`src/rtl/pulse_spacer_pkg.sv`:
```
// Shared types and constants for the pulse spacer.
package pulse_spacer_pkg;

  typedef enum logic [1:0] {
    StIdle,
    StFire,
    StWait
  } state_e;

  localparam int unsigned DropCntW = 16;

endpackage

```
`src/rtl/sat_updown_cnt.sv`:
```
// Saturating up/down counter; flags an increment that is lost at the ceiling.
module sat_updown_cnt #(
  parameter int unsigned CNT_W = 4
) (
  input  logic             clk,
  input  logic             rst_n,
  input  logic             inc,
  input  logic             dec,
  output logic [CNT_W-1:0] value,
  output logic             at_max,
  output logic             drop
);

  localparam logic [CNT_W-1:0] One = CNT_W'(1);

  logic [CNT_W-1:0] value_q, value_d;

  assign at_max = (value_q == '1);
  // A simultaneous decrement frees the slot, so only a lone increment is lost.
  assign drop   = inc & ~dec & at_max;
  assign value  = value_q;

  always_comb begin
    value_d = value_q;
    if (inc && !dec && !at_max) begin
      value_d = value_q + One;
    end else if (dec && !inc && (value_q != '0)) begin
      value_d = value_q - One;
    end
  end

  always_ff @(posedge clk or negedge rst_n) begin
    if (!rst_n) begin
      value_q <= '0;
    end else begin
      value_q <= value_d;
    end
  end

endmodule

```
`src/rtl/pulse_spacer.sv`:
```
// Queues event pulses and re-emits them at least GAP cycles apart for a pulse synchronizer.
// Optional macro PULSE_SPACER_DROP_CNT_EN adds a saturating dropped-event counter output.
module pulse_spacer
  import pulse_spacer_pkg::*;
#(
  parameter int unsigned GAP   = 4,
  parameter int unsigned CNT_W = 4
) (
  input  logic             clk,
  input  logic             rst_n,
  input  logic             pulse_in,
  input  logic             clr_ovf,
  output logic             pulse_out,
  output logic [CNT_W-1:0] pending,
  output logic             busy,
  output logic             overflow
`ifdef PULSE_SPACER_DROP_CNT_EN
  ,
  output logic [DropCntW-1:0] drop_cnt
`endif
);

  localparam int unsigned      GapW    = $clog2(GAP);
  localparam logic [GapW-1:0]  GapLoad = GapW'(GAP - 3);
  localparam logic [GapW-1:0]  GapOne  = GapW'(1);

  state_e          state_q, state_d;
  logic [GapW-1:0] gap_q, gap_d;
  logic            pulse_q, pulse_d;
  logic            ovf_q, ovf_d;

  logic fire_now;
  logic from_pending;
  logic cnt_inc;
  logic cnt_dec;
  logic cnt_at_max;
  logic cnt_drop;

  // An event launches only from idle; it is taken straight from pulse_in when nothing is queued.
  assign fire_now     = (state_q == StIdle) && ((pending != '0) || pulse_in);
  assign from_pending = fire_now && (pending != '0);
  assign cnt_dec      = from_pending;
  assign cnt_inc      = pulse_in && !(fire_now && !from_pending);

  sat_updown_cnt #(
    .CNT_W (CNT_W)
  ) u_pending (
    .clk    (clk),
    .rst_n  (rst_n),
    .inc    (cnt_inc),
    .dec    (cnt_dec),
    .value  (pending),
    .at_max (cnt_at_max),
    .drop   (cnt_drop)
  );

  always_comb begin
    state_d = state_q;
    gap_d   = gap_q;
    unique case (state_q)
      StIdle: begin
        if (fire_now) begin
          state_d = StFire;
        end
      end
      StFire: begin
        state_d = StWait;
        gap_d   = GapLoad;
      end
      StWait: begin
        if (gap_q == '0) begin
          state_d = StIdle;
        end else begin
          gap_d = gap_q - GapOne;
        end
      end
      default: begin
        state_d = StIdle;
        gap_d   = '0;
      end
    endcase
    pulse_d = (state_d == StFire);
  end

  always_comb begin
    ovf_d = ovf_q;
    if (cnt_drop) begin
      ovf_d = 1'b1;
    end else if (clr_ovf) begin
      ovf_d = 1'b0;
    end
  end

  always_ff @(posedge clk or negedge rst_n) begin
    if (!rst_n) begin
      state_q <= StIdle;
      gap_q   <= '0;
      pulse_q <= 1'b0;
      ovf_q   <= 1'b0;
    end else begin
      state_q <= state_d;
      gap_q   <= gap_d;
      pulse_q <= pulse_d;
      ovf_q   <= ovf_d;
    end
  end

  assign pulse_out = pulse_q;
  assign overflow  = ovf_q;
  assign busy      = (state_q != StIdle) || (pending != '0);

`ifdef PULSE_SPACER_DROP_CNT_EN
  logic [DropCntW-1:0] drop_cnt_q, drop_cnt_d;

  always_comb begin
    drop_cnt_d = drop_cnt_q;
    if (cnt_drop) begin
      if (drop_cnt_q != '1) begin
        drop_cnt_d = drop_cnt_q + DropCntW'(1);
      end
    end else if (clr_ovf) begin
      drop_cnt_d = '0;
    end
  end

  always_ff @(posedge clk or negedge rst_n) begin
    if (!rst_n) begin
      drop_cnt_q <= '0;
    end else begin
      drop_cnt_q <= drop_cnt_d;
    end
  end

  assign drop_cnt = drop_cnt_q;
`else
  logic unused_at_max;
  assign unused_at_max = cnt_at_max;
`endif

endmodule
```
`config.mk`:
```
export PLATFORM = sky130hd
export DESIGN_NAME = pulse_spacer
export DESIGN_NICKNAME = d
export VERILOG_FILES = /design/src/rtl/pulse_spacer_pkg.sv /design/src/rtl/sat_updown_cnt.sv /design/src/rtl/pulse_spacer.sv
export SDC_FILE = /design/constraint.sdc
export NUM_CORES = 1
export LEC_CHECK = 0
export ABC_AREA = 1
export BUFFER_PORTS_ARGS = -buffer_cell sky130_fd_sc_hd__buf_2
export CORE_UTILIZATION = 40
export CTS_CLUSTER_SIZE = 25
export DETAILED_ROUTE_END_ITERATION = 10
export PLACE_DENSITY = 0.67
export SKIP_LAST_GASP = 1
export SLEW_MARGIN = 30
export SYNTH_ARGS = -nofsm -noshare
export SYNTH_HDL_FRONTEND = slang
export SYNTH_HIERARCHICAL = 1
export SYNTH_SLANG_ARGS = --single-unit
export TNS_END_PERCENT = 100
```
`constraint.sdc`:
```
create_clock -name clk -period 2.2 [get_ports clk]
set_clock_uncertainty 0.1 [all_clocks]
set_input_delay 0.22 -clock clk [delete_from_list [all_inputs] [get_ports clk]]
set_output_delay 0.22 -clock clk [all_outputs]
set_load 0.03 [all_outputs]
```
==> flow_summary.json, run 1 <==
{
  "rsz0062_at_grt": "no",
  "grt_max_degree": 11,
  "cp.arrival_ns": 2.16,
  "place_congestion": 0.8139,
  "p_leak_nw": 0.4906,
  "cts_buffer_depth": 2,
  "path_clk_slew_ns": 0.07,
  "cts_made_buffers": 3,
  "clkSinkCount": 10,
  "vias": 649,
  "antenna_found_initial": 0,
  "seq_area_um2": 254.0,
  "overflow": 0,
  "fp-row-count": 14,
  "multi_input_area_um2": 452.9,
  "finalSetupViolCount": 0,
  "routed_wl_mm": 1.435,
  "power_density_nw_per_um2": 1773,
  "dr.first_iter.drc_count": 9,
  "clock-root-buffer": "clkbuf_4",
  "tightest_slew_ns": 0.2710,
  "syn-num-nets": 104,
  "synth_enable_flop_cells": 0,
  "fin_nets": 131,
  "htreeDepth": 1,
  "syn-cell-area_um2": 705.7,
  "areaGrowthSynthToFinish_pct": 36.88,
  "yosysWarnings": 6,
  "drc": 0,
  "synth.most_common_cell": "nand2_1",
  "die_w_um": 44,
  "endpoint_kind": "register",
  "post-route-period-util_pct": 94.10,
  "synth_top_area_share_pct": 35.46,
  "synthArstFlopShare_pct": 100.0,
  "crit_fanout": 4,
  "antenna_cells": 0,
  "synth-seq-area-share_pct": 35.46,
  "final_layout_size_suffix_gt1_share_pct": 38.14,
  "slew_headroom_pct": 81.93,
  "grt_usage_pct": 19.04,
  "drt_pass1_iterations": 6,
  "die-height_um": 44,
  "synth_top_cell_by_area": "dfrtp_1",
  "synthTopCellsByArea": "dfrtp_1, ha_1, nand2_1",
  "viasPerCell": 4.843,
  "core_area_um2": 1577,
  "dp_hpwl_mm": 1.135,
  "worstPathRequired_ns": 2.29,
  "wire_per_inst_um": 10.71,
  "ir_worst_vdd_uv": 881.4,
  "synth_cell_types": 20,
  "drv_cap": 0,
  "grt_pass1_wl_mm": 2.642,
  "clk_latency_ns": 0.27,
  "syn_inst": 92,
  "synthTopCellsByCount": "nand2_1, nor2_1, inv_1",
  "placed_cells": 125,
  "status": "finished, final reports clean",
  "critPathLaunchType": "register",
  "setup_tns_ns": 0,
  "finalNonFillerCells": 134,
  "hp-class": "in -> reg",
  "ys.flop_type": "dfrtp_1",
  "post-route-min-period_ns": 2.070,
  "finalHoldViolations": 0,
  "ant_nets": 0,
  "cts_tree": "done",
  "io_buffers": 10,
  "io_pins": 11,
  "ys_ff_latch": 10,
  "die-area_um2": 1936,
  "fmaxAchievable_mhz": 483.0,
  "nFillCells": 150,
  "slew_viol_final": 0,
  "path_class": "reg -> reg",
  "grt_pass1_vias": 636,
  "post_synth.cell_area_avg_um2": 7.670,
  "start_util_pct": 44.76
}
-- area by class of cell --
class                   count  share of cell area (%)
flip-flops and latches     10                   26.30
inverters                  16                   6.218
multi-input cells          66                   46.89
clock buffers               4                   3.756
repair buffers             22                   14.77
well taps                  16                   2.073
-- state kept, by name, indices dropped and copies added (netlist names) --
name and flops:
overflow 1, u_pending/value 4, pulse_out 1, gap_q 2, state_q 2
-- critical path: stages (launching register included) --
cell and delay, ns:
dfrtp_1 0.37, inv_2 0.06, ha_4 0.17, nand3_4 0.07
nand2_1 0.06, inv_2 0.06, inv_1 0.05, nor2_4 0.14
o21ai_4 0.10, buf_4 0.17, fa_1 0.37, xnor2_1 0.13
a21oi_1 0.13
-- worst paths after layout --
check / slack, ns / to / cells past startpoint / startpoint
max in group asynchronous: 1.56 / u_pending/value[0]$_DFFE_PN0P_ / 2 / rst_n
min: 0.03 / overflow$_DFFE_PN0P_ / 2 / clr_ovf
min in group asynchronous: 0.24 / state_q[0]$_DFF_PN0_ / 2 / rst_n
min reg2reg: 0.42 / overflow$_DFFE_PN0P_ / 2 / overflow$_DFFE_PN0P_
max: 0.13 / u_pending/value[2]$_DFFE_PN0P_ / 12 / state_q[1]$_DFF_PN0_
max reg2reg: 0.13 / u_pending/value[2]$_DFFE_PN0P_ / 12 / state_q[1]$_DFF_PN0_
-- cell usage in the layout, fill, tap and decap left out --
cell,instances
or2_4,1
inv_1,13
nand2_4,1
nand3_4,1
dfrtp_2,3
xnor2_1,1
nor3_1,1
nor2_2,2
nand3_2,1
xor2_1,1
ha_1,5
o21ai_0,3
nor2_4,1
clkbuf_4,3
dlygate4sd3_1,1
dfrtp_1,7
buf_4,11
fa_1,1
inv_2,3
nand2_2,4
o211ai_1,1
nand3_1,3
nor2_1,14
a21oi_1,3
buf_2,10
nand2_1,16
o21ai_4,1
o21bai_1,1
ha_4,2
clkbuf_8,1
nand4_1,2
-- stage by stage --
stage          total power [mW]  cell area [um2]  utilization, %  hold slack, ns  setup slack [ns]
2_1_floorplan             1.127            744.5               -         -0.1756          0.003561
3_3_place_gp              1.396            867.1           55.00        -0.01050           0.08557
3_5_place_dp              1.427            867.1           55.00       -0.007176           0.03513
4_1_cts                   1.617            920.9           58.41         0.03106           0.02673
5_1_grt                   1.893            965.9           61.27         0.04213          0.007136
6_report                  1.712            965.9           61.27         0.03303            0.1298
-- power breakdown --
group	internal [mW]	leakage, nW	switching, mW
Clock	0.100	0.0210	0.0619
Sequential	0.277	0.122	0.0488
Combinational	0.521	0.348	0.703
-- kinds of logic (layout without fill, tap and decap cells) --
| family | after synthesis | after routing | share of synthesized area, % |
|---|---|---|---|
| xor+xnor | 2 | 2 | 2.483 |
| compound gates | 9 | 9 | 8.688 |
| buf+inv | 16 | 42 | 8.511 |
| fa+ha+maj | 8 | 8 | 15.25 |
| flops | 10 | 10 | 35.46 |
| simple gates | 47 | 47 | 29.61 |
-- routing by layer --
| metal | routed length (um) | global-route usage [%] | part of all wire [%] |
|---|---|---|---|
| met1 | 656 | 22.28 | 46 |
| met2 | 683 | 32.94 | 48 |
| met3 | 85 | 7.500 | 5.9 |
| met4 | 10 | 3.636 | 0.70 |
| met5 | 0 | 0 | 0 |
-- timing repair --
action	CTS	global route
setup endpoints to repair	1	2
hold buffers	1	0
endpoints found under the hold margin	10	0
setup buffers	1	3
resized for setup	0	8
pin swaps	0	2
(Power assumes the default switching activity.)
==> run 2: changes to the inputs <==
- CORE_UTILIZATION: 40 -> 48
- CTS_CLUSTER_DIAMETER: unset -> 60
- PLACE_DENSITY: 0.67 -> 0.77
- REMOVE_ABC_BUFFERS: unset -> 1
==> flow_summary.json, run 2 (same netlist as run 1, synthesis figures left out) <==
{
  "status": "finished, final reports clean",
  "seq_area_um2": 250.2,
  "finalSetupViolCount": 0,
  "cts_buffer_depth": 2,
  "die_w_um": 40.34,
  "areaGrowthSynthToFinish_pct": 40.96,
  "die-height_um": 40.34,
  "tightest_slew_ns": 0.2622,
  "core_area_um2": 1334,
  "finalHoldViolations": 0,
  "ant_nets": 0,
  "path_common_cell": "nand2_1",
  "cts_tree": "done",
  "detailedPlace.worstSlack_ns": -0.07873,
  "dr.first_iter.drc_count": 13,
  "grt_pass1_vias": 580,
  "die-area_um2": 1627,
  "hp-class": "in -> reg",
  "worstPathRequired_ns": 2.26,
  "path_class": "reg -> reg",
  "fmaxAchievable_mhz": 466.0,
  "crit_chain": "inv_1 -> ha_4 -> nand3_2 -> nand2_1 -> inv_1 -> inv_1 -> nor2_4 -> o21ai_4 -> ha_4 -> or2_2 -> nand2_1 -> nand2_1 -> nand4_1 -> nand2_1",
  "use_met2_pct": 36.90,
  "viasPerCell": 4.790,
  "dpl_cell_area_um2": 864.6,
  "antenna_found_initial": 0,
  "overflow": 0,
  "worstHoldPathCells": 2,
  "r2r_cells": 14,
  "post-route-period-util_pct": 97.55,
  "clock-root-buffer": "clkbuf_4",
  "fp-row-count": 13,
  "cp.arrival_ns": 2.20,
  "crit_buf_inv": 3,
  "grt_usage_pct": 22.18,
  "design_power_total_mw": 1.766,
  "layout_common_cells": "nand2_1, inv_1, nor2_1, buf_4",
  "cp_num_cells": 14,
  "routed_wl_mm": 1.636,
  "finalNonFillerCells": 138,
  "htreeDepth": 1,
  "fin_nets": 136,
  "drt_pass1_iterations": 4,
  "grt_max_degree": 11,
  "wire_per_inst_um": 11.86,
  "clk_latency_ns": 0.26,
  "multi_input_area_um2": 445.4,
  "cp_top_family": "simple AND/OR/NAND/NOR gates",
  "largest_register_ffs": 4,
  "endpoint_kind": "register",
  "crit_slowest_cell": "dfrtp_1",
  "drc": 0,
  "crit_fanout": 3,
  "globalRouteMet1Util_pct": 25.51,
  "grt_pass1_wl_mm": 2.290,
  "critical_path.max_stage_delay_ns": 0.38,
  "antenna_cells": 0,
  "power_density_nw_per_um2": 1776,
  "fin_area_um2": 994.7,
  "p_leak_nw": 0.5205,
  "vias": 661,
  "grtUsageMet3_pct": 10.56,
  "final_layout_size_suffix_gt1_share_pct": 33.33,
  "start_util_pct": 52.91,
  "place_congestion": 0.8523,
  "dp_hpwl_mm": 1.096,
  "nFillCells": 104,
  "post-route-min-period_ns": 2.146,
  "clkSinkCount": 10,
  "slew_headroom_pct": 82.33,
  "io_pins": 11,
  "layout_setup_ws_ns": 0.05389,
  "drv_cap": 0,
  "io_buffers": 10,
  "ir_worst_vdd_uv": 945.9,
  "layout_commonest_cell": "nand2_1",
  "placed_cells": 129,
  "critPathLaunchType": "register",
  "path_clk_slew_ns": 0.06,
  "grt_busiest_layer": "met2",
  "slew_viol_final": 0,
  "postLayoutCoreUtil_pct": 74.58,
  "cts_made_buffers": 3
}
-- run 2: repair_timing --
item,4_1_cts,5_1_grt
endpoints found under the setup margin,2,3
gates resized for setup,3,5
setup buffers,1,3
hold buffers,1,0
pin swaps,1,2
hold endpoints to repair,10,0
-- run 2: per-layer routing --
layer | routed length (um) | share of wire, % | vias to the layer above
li1 | - | - | 350
met4 | 0 | 0 | 0
met1 | 723 | 44 | 298
met2 | 838 | 51 | 13
met5 | 0 | 0 | -
met3 | 74 | 4.5 | 0
-- run 2: cell type report --
cell class	count	share of cell area, %
inverter	16	6.038
multi-input combinational	66	44.78
clock buffer	4	3.648
tap	15	1.887
sequential	10	25.16
timing repair buffer	27	18.49
-- run 2: path summary, 6_finish.rpt --
path                                                   to            startpoint  slack [ns]
setup / recovery           u_pending/value[3]$_DFFE_PN0P_  state_q[1]$_DFF_PN0_        0.05
hold / removal                       overflow$_DFFE_PN0P_               clr_ovf        0.03
setup reg to reg           u_pending/value[3]$_DFFE_PN0P_  state_q[1]$_DFF_PN0_        0.05
hold reg to reg                      overflow$_DFFE_PN0P_  overflow$_DFFE_PN0P_        0.41
max in group asynchronous            state_q[1]$_DFF_PN0_                 rst_n        1.57
min in group asynchronous            gap_q[1]$_DFFE_PN0P_                 rst_n        0.24
-- run 2: worst reg2reg max path: cells and delay by family, from the launching register on --
family / cells / cell delay [ns]
buffers and inverters: 3 / 0.27
AOI/OAI and AO/OA: 1 / 0.09
DFF: 1 / 0.38
adders and majority gates: 2 / 0.41
and+or+nand+nor: 8 / 0.80
-- run 2: power by group --
group / internal [mW] / leakage [nW] / total, mW / switching, mW
clock: 0.100 / 0.0210 / 0.161 / 0.0601
sequential: 0.272 / 0.125 / 0.308 / 0.0358
combinational: 0.557 / 0.375 / 1.30 / 0.740
-- run 2: through the flow --
step / hold WS (ns) / TNS [ns]
finish: 0.02799 / 0
global route: 0.01430 / -0.04359
CTS: 0.02376 / 0
detailed placement: -0.01240 / -0.09432
global placement: -0.01679 / -0.03548
floorplan: -0.1756 / -0.6120
==> run 3: changes to the inputs <==
- CORE_AREA: unset -> 2 2 39 41
- CORE_UTILIZATION: 48 -> unset
- CTS_CLUSTER_SIZE: 25 -> 16
- DIE_AREA: unset -> 0 0 41 43
- PLACE_DENSITY: 0.77 -> 0.8
- clock period: 2.2 -> 2.7 ns (I/O delays scaled with it)
==> flow_summary.json, run 3 (same netlist as run 1, synthesis figures left out) <==
{
  "status": "finished, final reports clean",
  "wl_met1_um": 619,
  "highest_layer": "met3",
  "clk_latency_ns": 0.27,
  "wire_per_inst_um": 10.71,
  "finalHoldViolations": 0,
  "cts_buffer_depth": 2,
  "pwr-share-clk_pct": 11.6,
  "fin_area_um2": 832.0,
  "power_density_nw_per_um2": 1414,
  "p_sw_share_pct": 50.96,
  "post-route-min-period_ns": 2.434,
  "path_class": "reg -> reg",
  "final_layout_size_suffix_gt1_share_pct": 20.37,
  "power.internal_mw": 0.5768,
  "finalSetupViolCount": 0,
  "p_leak_nw": 0.4447,
  "fmaxAchievable_mhz": 410.9,
  "htreeDepth": 1,
  "dpl_cell_area_um2": 783.3,
  "fp-row-count": 14,
  "rsz0062_at_grt": "no",
  "wl_met3_um": 64,
  "path_clk_slew_ns": 0.07,
  "dr.first_iter.drc_count": 22,
  "layout_setup_ws_ns": 0.2662,
  "wl_met2_um": 644,
  "post-route-period-util_pct": 90.14,
  "drc": 0,
  "die-area_um2": 1763,
  "io_buffers": 10,
  "placed_cells": 119,
  "combPwrFrac_pct": 63.6,
  "slew_headroom_pct": 79.65,
  "tightest_slew_ns": 0.3021,
  "design_power_total_mw": 1.176,
  "grt_pass1_vias": 529,
  "post-cts-setup-buffers": 0,
  "p_seq_share_pct": 24.8,
  "start_util_pct": 50.99,
  "ant_nets": 0,
  "crit_chain": "inv_1 -> ha_1 -> nand3_1 -> nand2_1 -> inv_1 -> inv_1 -> nor2_2 -> o21ai_4 -> ha_1 -> or2_2 -> nand2_1 -> nand2_1 -> nand4_1 -> nand2_1",
  "slew_viol_final": 0,
  "cp_top_family": "simple AND/OR/NAND/NOR gates",
  "overflow": 0,
  "cts_tree": "done",
  "viasPerCell": 4.823,
  "drv_cap": 0,
  "whs_ns": 0.09741,
  "path_common_cell": "nand2_1",
  "postLayoutCoreUtil_pct": 60.13,
  "finalNonFillerCells": 124,
  "clock-root-buffer": "clkbuf_4",
  "r2r_slack_ns": 0.27,
  "worstPathRequired_ns": 2.76,
  "place_congestion": 0.7624,
  "critPathLaunchType": "register",
  "grt_pass1_wl_mm": 2.228,
  "detailedPlace.worstSlack_ns": 0.1880,
  "nFillCells": 126,
  "dp_hpwl_mm": 1.052,
  "setup_tns_ns": 0,
  "cp.arrival_ns": 2.50,
  "grt_usage_pct": 19.45,
  "critical_path.max_stage_delay_ns": 0.43,
  "hp-class": "in -> reg",
  "antenna_cells": 0,
  "fin_nets": 121,
  "layout_commonest_cell": "nand2_1",
  "largest_register_ffs": 4,
  "areaGrowthSynthToFinish_pct": 17.91,
  "layout_common_cells": "nand2_1, inv_1, nor2_1, dfrtp_1, buf_2",
  "clkSinkCount": 10,
  "vias": 598,
  "io_pins": 11,
  "endpoint_kind": "register",
  "drt_pass1_iterations": 4,
  "antenna_found_initial": 0,
  "ir_worst_vdd_uv": 627.5,
  "die_w_um": 41,
  "p_sw_mw": 0.5993,
  "crit_buf_inv": 3,
  "routed_wl_mm": 1.328,
  "crit_fanout": 6,
  "die-height_um": 43,
  "grt_max_degree": 11,
  "crit_slowest_cell": "dfrtp_1",
  "cts_made_buffers": 3,
  "core_area_um2": 1384
}
[run 3: cell types whose count changed in the layout (fill, tap and decap cells not counted), sizes merged]
cell  previous run  this run
buf             26        11
[run 3: power by group through the flow]
| stage | combinational, mW | clock (mW) | sequential, mW |
|---|---|---|---|
| after detailed placement | 0.734 | 0 | 0.295 |
| after global placement | 0.702 | 0 | 0.290 |
| final | 0.748 | 0.137 | 0.292 |
| after CTS | 0.743 | 0.142 | 0.291 |
| after global routing | 0.846 | 0.155 | 0.305 |
| after floorplan | 0.488 | 0 | 0.373 |
[run 3: path summary, 6_finish.rpt]
kind,start,to,depth (start not counted)
max,state_q[1]$_DFF_PN0_,u_pending/value[3]$_DFFE_PN0P_,14
min,clr_ovf,overflow$_DFFE_PN0P_,2
max reg2reg,state_q[1]$_DFF_PN0_,u_pending/value[3]$_DFFE_PN0P_,14
min reg2reg,overflow$_DFFE_PN0P_,overflow$_DFFE_PN0P_,2
max in group asynchronous,rst_n,u_pending/value[2]$_DFFE_PN0P_,2
min in group asynchronous,rst_n,u_pending/value[0]$_DFFE_PN0P_,2
[run 3: layer usage]
layer / vias to the layer above / GRT usage (%)
met5: - / 0
met4: 0 / 8.000
met3: 0 / 7.853
met2: 14 / 28.44
met1: 267 / 24.58
li1: 317 / -
[run 3: what timing repair did]
action | 4_1_cts | 5_1_grt
hold buffers | 1 | 0
gates resized for setup | 0 | 1
endpoints found under the setup margin | 0 | 1
hold endpoints to repair | 10 | 0
[run 3: layout make-up]
class | instances | area, um2 | share of cell area (%)
multi-input cells | 66 | 397.9 | 47.82
inverters | 16 | 60.06 | 7.218
well taps | 16 | 20.02 | 2.406
clock buffers | 4 | 36.28 | 4.361
repair buffers | 12 | 67.56 | 8.120
flip-flops and latches | 10 | 250.2 | 30.08
[run 3: worst reg2reg max path: cells and delay by family, from the launching register on]
kind | cells | cell delay, ns
AO/OA/AOI/OAI | 1 | 0.13
adder cells (fa/ha/maj) | 2 | 0.59
buffers and inverters | 3 | 0.19
flip-flops | 1 | 0.43
AND/OR/NAND/NOR | 8 | 0.88
